$ cat src/rtl/chunked_addsub_if.sv
// chunked_addsub_if: handshake and operand/result bundle for chunked_addsub.
//   master : drives start, sub, c_in, a, b; observes busy, done, result and flags
//   slave  : the adder side of the same signals
//   WIDTH  : operand/result width, must match the attached adder
interface chunked_addsub_if #(parameter int WIDTH = 32);
  logic             start;
  logic             sub;
  logic             c_in;
  logic [WIDTH-1:0] a;
  logic [WIDTH-1:0] b;
  logic             busy;
  logic             done;
  logic [WIDTH-1:0] result;
  logic             c_out;
  logic             overflow;
  logic             zero;

  modport master (output start, sub, c_in, a, b,
                  input  busy, done, result, c_out, overflow, zero);
  modport slave  (input  start, sub, c_in, a, b,
                  output busy, done, result, c_out, overflow, zero);
endinterface

$ cat src/rtl/chunked_addsub.sv
// chunked_addsub: multi-cycle add/subtract, CHUNK bits per clock, LS chunk first.
//   i_clk   : clock, rising edge
//   i_rst_n : asynchronous active-low reset, aborts any operation
//   bus     : slave side of chunked_addsub_if
//             start/sub/c_in/a/b sampled only when accepted (busy=0)
//             busy high while running, done one-cycle pulse at completion
//             result/c_out/overflow/zero held between completions
// Latency is N = WIDTH/CHUNK cycles from the acceptance edge to done.
module chunked_addsub #(
  parameter int WIDTH = 32,
  parameter int CHUNK = 4
) (
  input  logic             i_clk,
  input  logic             i_rst_n,
  chunked_addsub_if.slave  bus
);
  localparam int N  = WIDTH / CHUNK;
  localparam int CW = (N > 1) ? $clog2(N) : 1;

  typedef enum logic {S_IDLE, S_RUN} state_t;

  state_t           r_state;
  logic [WIDTH-1:0] r_a;
  logic [WIDTH-1:0] r_b;
  logic             r_carry;
  logic [CW-1:0]    r_cnt;
  logic             r_busy;
  logic             r_done;
  logic [WIDTH-1:0] r_result;
  logic             r_c_out;
  logic             r_ovf;
  logic             r_zero;

  logic [CHUNK:0]   w_sum;
  logic             w_c_msb;
  logic             w_last;
  logic [WIDTH-1:0] w_res_next;

  // Chunk adder; w_sum[CHUNK] is the chunk carry-out.
  assign w_sum = {1'b0, r_a[CHUNK-1:0]} + {1'b0, r_b[CHUNK-1:0]}
               + {{CHUNK{1'b0}}, r_carry};
  // Carry into the top bit of this chunk, recovered from its sum bit.
  // Only meaningful on the last chunk, where that bit is the word MSB.
  assign w_c_msb = w_sum[CHUNK-1] ^ r_a[CHUNK-1] ^ r_b[CHUNK-1];
  assign w_last  = (r_cnt == CW'(N - 1));

  // Completed chunks collect at the top of a shift register; the final chunk
  // lands straight in the output so the register needs only WIDTH-CHUNK bits.
  if (N == 1) begin : g_single
    assign w_res_next = w_sum[CHUNK-1:0];
  end else begin : g_multi
    logic [WIDTH-CHUNK-1:0] r_res_sh;
    always_ff @(posedge i_clk or negedge i_rst_n) begin
      if (!i_rst_n)              r_res_sh <= '0;
      else if (r_state == S_RUN) r_res_sh <= w_res_next[WIDTH-1:CHUNK];
    end
    assign w_res_next = {w_sum[CHUNK-1:0], r_res_sh};
  end

  always_ff @(posedge i_clk or negedge i_rst_n) begin
    if (!i_rst_n) begin
      r_state  <= S_IDLE;
      r_a      <= '0;
      r_b      <= '0;
      r_carry  <= 1'b0;
      r_cnt    <= '0;
      r_busy   <= 1'b0;
      r_done   <= 1'b0;
      r_result <= '0;
      r_c_out  <= 1'b0;
      r_ovf    <= 1'b0;
      r_zero   <= 1'b0;
    end else begin
      r_done <= 1'b0;
      case (r_state)
        S_IDLE: begin
          if (bus.start) begin
            r_a     <= bus.a;
            // a - b is done as a + ~b + 1
            r_b     <= bus.sub ? ~bus.b : bus.b;
            r_carry <= bus.sub | bus.c_in;
            r_cnt   <= '0;
            r_busy  <= 1'b1;
            r_state <= S_RUN;
          end
        end
        S_RUN: begin
          r_a     <= r_a >> CHUNK;
          r_b     <= r_b >> CHUNK;
          r_carry <= w_sum[CHUNK];
          r_cnt   <= r_cnt + 1'b1;
          if (w_last) begin
            r_result <= w_res_next;
            r_c_out  <= w_sum[CHUNK];
            r_ovf    <= w_sum[CHUNK] ^ w_c_msb;
            r_zero   <= (w_res_next == '0);
            r_done   <= 1'b1;
            r_busy   <= 1'b0;
            r_state  <= S_IDLE;
          end
        end
        default: r_state <= S_IDLE;
      endcase
    end
  end

  assign bus.busy     = r_busy;
  assign bus.done     = r_done;
  assign bus.result   = r_result;
  assign bus.c_out    = r_c_out;
  assign bus.overflow = r_ovf;
  assign bus.zero     = r_zero;
endmodule

$ cat src/flat_wrapper.sv
// flat-port wrapper written by rule: the top's interface ports become plain ports
module chunked_addsub_flat 
#(
  parameter int WIDTH = 32,
  parameter int CHUNK = 4
)
  (i_clk, i_rst_n, bus_start, bus_sub, bus_c_in, bus_a, bus_b, bus_busy, bus_done, bus_result, bus_c_out, bus_overflow, bus_zero);
  chunked_addsub_if #(.WIDTH(WIDTH)) bus_i ();
  input  logic i_clk;
  input  logic i_rst_n;
  input wire logic [$bits(bus_i.start)-1:0] bus_start;
  input wire logic [$bits(bus_i.sub)-1:0] bus_sub;
  input wire logic [$bits(bus_i.c_in)-1:0] bus_c_in;
  input wire logic [$bits(bus_i.a)-1:0] bus_a;
  input wire logic [$bits(bus_i.b)-1:0] bus_b;
  output wire logic [$bits(bus_i.busy)-1:0] bus_busy;
  output wire logic [$bits(bus_i.done)-1:0] bus_done;
  output wire logic [$bits(bus_i.result)-1:0] bus_result;
  output wire logic [$bits(bus_i.c_out)-1:0] bus_c_out;
  output wire logic [$bits(bus_i.overflow)-1:0] bus_overflow;
  output wire logic [$bits(bus_i.zero)-1:0] bus_zero;
  assign bus_i.start = bus_start;
  assign bus_i.sub = bus_sub;
  assign bus_i.c_in = bus_c_in;
  assign bus_i.a = bus_a;
  assign bus_i.b = bus_b;
  assign bus_busy = bus_i.busy;
  assign bus_done = bus_i.done;
  assign bus_result = bus_i.result;
  assign bus_c_out = bus_i.c_out;
  assign bus_overflow = bus_i.overflow;
  assign bus_zero = bus_i.zero;
  chunked_addsub #(.WIDTH(WIDTH), .CHUNK(CHUNK)) u_core (.i_clk(i_clk), .i_rst_n(i_rst_n), .bus(bus_i));
endmodule
$ cat config.mk
export PLATFORM = sky130hd
export DESIGN_NAME = chunked_addsub_flat
export DESIGN_NICKNAME = d
export VERILOG_FILES = /design/src/rtl/chunked_addsub_if.sv /design/src/rtl/chunked_addsub.sv /design/src/flat_wrapper.sv
export SDC_FILE = /design/constraint.sdc
export NUM_CORES = 1
export LEC_CHECK = 0
export ABC_AREA = 1
export BUFFER_PORTS_ARGS = -buffer_cell sky130_fd_sc_hd__buf_2
export CAP_MARGIN = 15
export CORE_MARGIN = 1.5
export CORE_UTILIZATION = 35
export CTS_BUF_LIST = sky130_fd_sc_hd__clkbuf_2
export CTS_CLUSTER_DIAMETER = 60
export DETAILED_ROUTE_END_ITERATION = 7
export GPL_TIMING_DRIVEN = 0
export PLACE_DENSITY_LB_ADDON = 0.15
export SETUP_SLACK_MARGIN = 0.15
export SLEW_MARGIN = 20
export SYNTH_ARGS = -nofsm -noshare
export SYNTH_HDL_FRONTEND = slang
export SYNTH_SLANG_ARGS = --single-unit
$ cat constraint.sdc
create_clock -name i_clk -period 2.6 [get_ports i_clk]
set_clock_uncertainty 0.15 [all_clocks]
set_input_delay 0.39 -clock i_clk [delete_from_list [all_inputs] [get_ports i_clk]]
set_output_delay 0.39 -clock i_clk [all_outputs]
set_load 0.005 [all_outputs]
==> flow_metrics.env, run 1 <==
export IMPL_die_area_um2=17500
export IMPL_p_per_area_nw_per_um2=950
export IMPL_power_mw=7.24
export IMPL_cts_sinks=134
export IMPL_rr_endpoint="u_core.r_a[1]"
export IMPL_setup_viol=0
export IMPL_p_leak_nw=3.73
export IMPL_placed_cells=968
export IMPL_syn_num_nets=719
export IMPL_cts_resized=0
export IMPL_num_rows=47
export IMPL_hold_violations=0
export IMPL_status="finished, final reports clean"
export IMPL_slew_headroom_pct=66.4
export IMPL_yosysWarnings=0
export IMPL_min_to="u_core.r_b[29]"
export IMPL_post_dp_hpwl_mm=10.2
export IMPL_async_flop_share_pct=100
export IMPL_grt_pass1_vias=5031
export IMPL_hold_ws_ns=0.174
export IMPL_dpl_worst_slack_ns=0.545
export IMPL_crit_type="flop to flop"
export IMPL_avgSynthCellArea_um2=9.12
export IMPL_crit_fanout=10
export IMPL_end_kind="flop"
export IMPL_routed_via_count=4941
export IMPL_io_pins=106
export IMPL_vdd_drop_max_v=0.000293
export IMPL_yosysUniqueCellTypes=26
export IMPL_worstSetupStartpointType="flop"
export IMPL_first_iter_violations=262
export IMPL_vias_per_cell=4.60
export IMPL_min_period_over_period_pct=81.1
export IMPL_cp_required_ns=3.05
export IMPL_synth_edff_count=0
export IMPL_core_um2=16500
export IMPL_synth_area_um2=5860
export IMPL_area_delta_synth_final_pct=30.1
export IMPL_hold_path_cell_count=4
export IMPL_worst_ep_arrival_time_ns=2.56
export IMPL_dr_pass1_iters=4
export IMPL_chipWidth_um=132
export IMPL_post_cts_setup_buffers=0
export IMPL_ys_ff_latch=134
export IMPL_seq_area_frac_synth_pct=57.2
export IMPL_fmax_ghz=0.474
export IMPL_htreeDepth=4
export IMPL_rr_startpoint="u_core.r_state"
export IMPL_grt_util_met2_pct=29.8
export IMPL_cts_tree="done"
export IMPL_path_clk_slew_ns=0.19
export IMPL_cts_max_path_buffers=2
export IMPL_yosys_top_cells_count="nand2_1 (230), dfrtp_1 (134), nand3_1 (35)"
export IMPL_grt_antenna_before_repair=1
export IMPL_use_met3_pct=4.41
export IMPL_worstHoldStart="bus_sub"
export IMPL_fin_crit_ns=2.11
export IMPL_numCtsBuffers=17
export IMPL_initial_utilization_pct=35.6
export IMPL_netlist_instances=643
export IMPL_slew_violations=0
export IMPL_synth_top_area_share_pct=57.2
export IMPL_overflow=0
export IMPL_rsz0062_at_grt="no"
export IMPL_die_h_um=132
export IMPL_post_route_drc_count=0
export IMPL_ant_nets=0
export IMPL_portBuffers=104
export IMPL_yosys_area_top_type="dfrtp_1"
export IMPL_grt_use_total_pct=17.5
export IMPL_min_path_type="input pin to flop"
export IMPL_num_nets_final=919
export IMPL_maxCapViolations=0
export IMPL_post_layout_nonfiller_instances=1074
export IMPL_drive_above_1_share_pct=19.5
export IMPL_grt_busiest_layer="met2"
export IMPL_r2r_cells=7
export IMPL_wl_mm=14.5
export IMPL_yosysMostFrequentCell="nand2_1"
export IMPL_grt_first_pass_wirelength_mm=24.4
export IMPL_gp_congestion=0.784
export IMPL_wire_per_inst_um=13.5
export IMPL_grt_start_max_net_pins=87
export IMPL_worstSkewPairLatency_ns=0.67
export IMPL_rrSetupSlack_ns=0.49
export IMPL_tightest_slew_ns=0.504
export IMPL_grtUsageMet1_pct=21.7
export IMPL_setup_tns_ns=0
export IMPL_synth_area_top_cells="dfrtp_1 (57%), nand2_1 (15%), xnor2_1 (4.9%)"
export IMPL_layout_setup_ws_ns=0.492
export IMPL_root_buffer="clkbuf_2"
export IMPL_synthFlopType="dfrtp_1"
-- worst max-delay path, stage by stage, from the launching register on --
cell and delay, ns:
dfrtp_1 0.45, inv_2 0.18, nand2_2 0.15, inv_2 0.16
buf_2 0.24, nand2_1 0.08, o211ai_1 0.08, dlygate4sd3_1 0.57
-- per-stage QoR --
stage | instance area, um2 | utilization, %
3_3_place_gp | 6660 | 40.4
3_5_place_dp | 6700 | 40.7
5_1_grt | 7620 | 46.3
4_1_cts | 7620 | 46.3
6_report | 7620 | 46.3
2_1_floorplan | 5860 | -
-- state kept, by name, indices dropped and copies added, names as in the netlist --
signal	cells
u_core.r_b	32
u_core.bus.busy	1
u_core.g_multi.r_res_sh	28
u_core.bus.result	32
u_core.bus.done	1
u_core.r_carry	1
u_core.bus.c_out	1
u_core.bus.zero	1
u_core.r_state	1
u_core.bus.overflow	1
u_core.r_a	32
u_core.r_cnt	3
-- routing by layer --
layer | up-vias | wire length, um
li1 | 2467 | -
met5 | - | 0
met4 | 0 | 225
met3 | 14 | 597
met2 | 108 | 7020
met1 | 2352 | 6640
-- cell usage in the layout, fill, tap and decap left out, types with 2 or more instances in the layout --
cell	instances
nand4_1	2
o211ai_1	28
nand2_1	230
nand2_2	2
fa_1	2
dlygate4sd3_1	76
nand3_1	35
xnor2_1	33
clkinv_1	3
clkinv_2	4
inv_2	4
o21ai_0	33
dfrtp_1	134
buf_4	10
clkbuf_1	8
buf_2	120
a21oi_1	3
a22o_1	5
clkbuf_2	21
inv_1	34
o21ai_1	28
nor2_1	23
ha_1	5
-- what timing repair did --
item,4_1_cts,5_1_grt
hold buffers,76,0
endpoints found under the hold margin,200,0
endpoints found under the setup margin,0,0
-- cell type report --
| type | instances | area [um2] |
|---|---|---|
| buffer | 36 | 201 |
| timing repair buffer | 181 | 1320 |
| tap | 220 | 275 |
| sequential | 134 | 3350 |
| multi-input combinational | 435 | 2160 |
| inverter | 38 | 143 |
| fill | 1676 | 8840 |
| antenna | 1 | 2.50 |
| clock inverter | 8 | 61.3 |
| clock buffer | 21 | 105 |
-- where the power goes --
group | total [mW] | switching (mW) | internal [mW]
Sequential | 3.42 | 0.519 | 2.91
Clock | 1.03 | 0.703 | 0.329
Combinational | 2.79 | 1.60 | 1.19
Total | 7.24 | 2.82 | 4.42
-- worst max-delay path by stage --
stage | start | end | slack [ns] | cells after the start
floorplan | u_core.r_carry | u_core.bus.zero | 0.75 | 9
global placement | i_rst_n | u_core.r_a[29] | -0.86 | 1
detailed placement | u_core.r_a[0] | u_core.bus.zero | 0.55 | 9
CTS | u_core.r_state | u_core.r_a[1] | 0.48 | 7
global route | u_core.r_a[0] | u_core.bus.zero | 0.34 | 9
finish | u_core.r_state | u_core.r_a[1] | 0.49 | 7
-- kinds of logic (layout without fill, tap and decap cells) --
kind of cell / count (synthesis) / in the layout / share of synthesized area, %
other: 0 / 1 / 0
AO/OA/AOI/OAI: 99 / 99 / 10.1
XOR/XNOR: 34 / 34 / 5.08
buffers and inverters: 74 / 284 / 5.87
adder cells (fa/ha/maj): 7 / 7 / 1.75
AND/OR/NAND/NOR: 295 / 295 / 20.0
flip-flops: 134 / 134 / 57.2
Note: power is estimated with default switching activity, not from simulation.
==> inputs of run 2 (changes only) <==
--- a/config.mk
+++ b/config.mk
@@ -5,7 +5,7 @@
 export SDC_FILE = /design/constraint.sdc
 export NUM_CORES = 1
 export LEC_CHECK = 0
-export ABC_AREA = 1
+export ABC_AREA = 0
 export BUFFER_PORTS_ARGS = -buffer_cell sky130_fd_sc_hd__buf_2
 export CAP_MARGIN = 15
 export CORE_MARGIN = 1.5
==> constraint.sdc (replaced) <==
create_clock -name i_clk -period 1.73 [get_ports i_clk]
set_clock_uncertainty 0.15 [all_clocks]
set_input_delay 0.2595 -clock i_clk [delete_from_list [all_inputs] [get_ports i_clk]]
set_output_delay 0.2595 -clock i_clk [all_outputs]
set_load 0.005 [all_outputs]
==> run 2 against run 1 <==
  * The run now ends with negative setup slack left
  * Critical path depth up 1
  * Register-to-register slack lost 0.88 ns
  * Combinational power grew 120%
  * Non-clock buffer count is 63 higher
  * Power rose by 83%
  * Clock-buffer cell count fell by 3
  * Die area increased by 2.8%
  * Critical path type unchanged
  * Critical endpoint is now u_core.bus.zero
==> flow_metrics.env, run 2 <==
export IMPL_final_common_cell="dfrtp_1"
export IMPL_setup_viol=13
export IMPL_grt_pass1_vias=4952
export IMPL_placed_cells=858
export IMPL_fin_crit_ns=2.12
export IMPL_fillCellCount=1572
export IMPL_p_per_area_nw_per_um2=1520
export IMPL_root_buffer="clkbuf_2"
export IMPL_slew_headroom_pct=68.8
export IMPL_layout_setup_ws_ns=-0.386
export IMPL_status="finished, violations left"
export IMPL_power_frac_seq_pct=40.5
export IMPL_synthFlopType="dfrtp_1"
export IMPL_synth_area_top_cells="dfrtp_1 (56%), mux2_2 (8.6%), o21ai_0 (7.6%)"
export IMPL_portBuffers=103
export IMPL_synth_top_area_share_pct=55.6
export IMPL_layout_common_cells="dfrtp_1 (134), buf_2 (107), nand2_1 (89)"
export IMPL_clockPowerShare_pct=13.8
export IMPL_finish_utilization_pct=52.2
export IMPL_cts_tree="done"
export IMPL_die_h_um=134
export IMPL_num_rows=47
export IMPL_hold_ws_ns=0.0924
export IMPL_initial_utilization_pct=36.1
export IMPL_end_kind="flop"
export IMPL_netlist_instances=534
export IMPL_worst_ep_arrival_time_ns=2.58
export IMPL_num_antenna_cells=0
export IMPL_r2r_cells=8
export IMPL_chipWidth_um=134
export IMPL_vdd_drop_max_v=0.000634
export IMPL_min_period_over_period_pct=122
export IMPL_vias_per_cell=4.67
export IMPL_cts_max_path_buffers=2
export IMPL_dr_pass1_iters=4
export IMPL_max_stage_delay_ns=0.57
export IMPL_p_switching_mw=4.59
export IMPL_ys_ff_latch=134
export IMPL_htreeDepth=4
export IMPL_routed_via_count=4808
export IMPL_yosys_top_cells_count="dfrtp_1 (134), nand2_1 (92), o21ai_0 (92)"
export IMPL_post_layout_nonfiller_instances=1030
export IMPL_io_pins=106
export IMPL_gp_congestion=0.747
export IMPL_drive_above_1_share_pct=36.3
export IMPL_worstSkewPairLatency_ns=0.69
export IMPL_numCtsBuffers=17
export IMPL_post_dp_hpwl_mm=9.87
export IMPL_overflow=0
export IMPL_grt_first_pass_wirelength_mm=24.4
export IMPL_slew_violations=0
export IMPL_synth_area_um2=6030
export IMPL_worstSetupStartpointType="flop"
export IMPL_post_route_drc_count=0
export IMPL_hold_violations=0
export IMPL_grt_start_max_net_pins=88
export IMPL_min_path_type="input pin to flop"
export IMPL_cp_slowest_cell="fa_2"
export IMPL_die_area_um2=18000
export IMPL_async_flop_share_pct=100
export IMPL_cts_sinks=134
export IMPL_rsz0062_at_grt="yes"
export IMPL_avgSynthCellArea_um2=11.3
export IMPL_yosysMostFrequentCell="dfrtp_1"
export IMPL_violations="negative setup slack"
export IMPL_maxCapViolations=0
export IMPL_final_cell_area_um2=8720
export IMPL_crit_type="flop to flop"
export IMPL_setup_tns_ns=-1.64
export IMPL_postPlaceCellArea_um2=6910
export IMPL_p_leak_nw=4.28
export IMPL_synth_edff_count=0
export IMPL_syn_num_nets=610
export IMPL_wl_mm=15.0
export IMPL_hold_path_cell_count=6
export IMPL_dpl_worst_slack_ns=-0.523
export IMPL_yosys_area_top_type="dfrtp_1"
export IMPL_yosysUniqueCellTypes=28
export IMPL_power_mw=13.2
export IMPL_path_cells="fa_2, inv_2, fa_2, nor4b_4, nand4_1, nor2_2, nand4_1, o21ai_1"
export IMPL_path_clk_slew_ns=0.21
export IMPL_p_sw_share_pct=34.7
export IMPL_yosysWarnings=0
export IMPL_area_delta_synth_final_pct=44.6
export IMPL_num_nets_final=873
export IMPL_wire_per_inst_um=14.6
export IMPL_pwr_share_comb_pct=45.8
export IMPL_grt_use_total_pct=17.2
export IMPL_first_iter_violations=194
export IMPL_core_um2=16700
export IMPL_grt_antenna_before_repair=0
export IMPL_ant_nets=0
export IMPL_fmax_ghz=0.473
export IMPL_crit_fanout=2
export IMPL_cp_required_ns=2.19
export IMPL_seq_area_frac_synth_pct=55.6
export IMPL_tightest_slew_ns=0.464
export IMPL_p_int_mw=8.65
==> run 2: cell count changes after synthesis, sizes merged, moves of 3 or more <==
cell | previous run | this run
nor2 | 23 | 16
o211ai | 28 | 0
a22o | 5 | 2
mux2 | 0 | 55
nor4 | 0 | 6
inv | 38 | 7
nand2 | 233 | 93
xnor2 | 33 | 36
a211oi | 0 | 4
o21ai | 61 | 92
clkbuf | 8 | 13
buf | 28 | 23
mux2i | 0 | 35
nand3 | 35 | 1
==> run 2: area by class of cell <==
cell class,count,area [um2],area share (%)
Buffer,36,274,3.14
Multi-Input combinational cell,357,2650,30.4
Tap cell,220,275,3.16
Clock buffer,18,90.1,1.03
Clock inverter,14,135,1.55
Inverter,7,26.3,0.301
Sequential cell,134,3350,38.5
Timing Repair Buffer,244,1910,21.9
==> run 2: path summary, 6_finish.rpt <==
kind	from	endpoint	slack [ns]
setup / recovery	u_core.r_carry	u_core.bus.zero	-0.39
hold / removal	bus_sub	u_core.r_b[27]	0.09
setup reg to reg	u_core.r_carry	u_core.bus.zero	-0.39
hold reg to reg	u_core.r_a[18]	u_core.r_a[14]	0.35
max in group asynchronous	i_rst_n	u_core.r_a[17]	0.25
min in group asynchronous	i_rst_n	u_core.g_multi.r_res_sh[25]	0.42
==> run 2: timing repair <==
item,CTS,global route
resized for setup,48,39
setup endpoints to repair,96,143
gates cloned,2,1
setup buffers,25,28
hold endpoints to repair,201,0
hold buffers,84,0
pin swaps,8,6
==> run 2: cell families after synthesis <==
| kind of cell | Yosys count | synth area share (%) |
|---|---|---|
| AOI/OAI and AO/OA | 102 | 8.82 |
| adders and majority gates | 7 | 1.70 |
| and+or+nand+nor | 121 | 8.09 |
| muxes | 90 | 16.6 |
| DFF | 134 | 55.6 |
| buffers and inverters | 43 | 3.74 |
| xor gates and xnor gates | 37 | 5.38 |
==> run 2: power groups by stage <==
stage | sequential (mW) | clock [mW] | combinational [mW]
floorplan | 5.17 | 0 | 2.94
global placement | 5.39 | 0 | 4.15
detailed placement | 5.44 | 0 | 4.26
CTS | 5.36 | 1.88 | 5.47
global route | 5.52 | 2.03 | 6.61
finish | 5.36 | 1.82 | 6.06
==> run 2: layer usage <==
| metal | global-route usage [%] | wire length, um | up-vias |
|---|---|---|---|
| met3 | 4.61 | 581 | 6 |
| li1 | - | - | 2343 |
| met4 | 4.42 | 110 | 0 |
| met2 | 29.5 | 7510 | 95 |
| met5 | 0 | 0 | - |
| met1 | 21.4 | 6810 | 2364 |
==> run 2: critical path, delay by kind of cell, from the launching register on <==
kind / cells / cell delay (ns)
adder cells (fa/ha/maj): 2 / 0.80
AND/OR/NAND/NOR: 4 / 0.53
flip-flops: 1 / 0.41
AO/OA/AOI/OAI: 1 / 0.12
buffers and inverters: 1 / 0.04
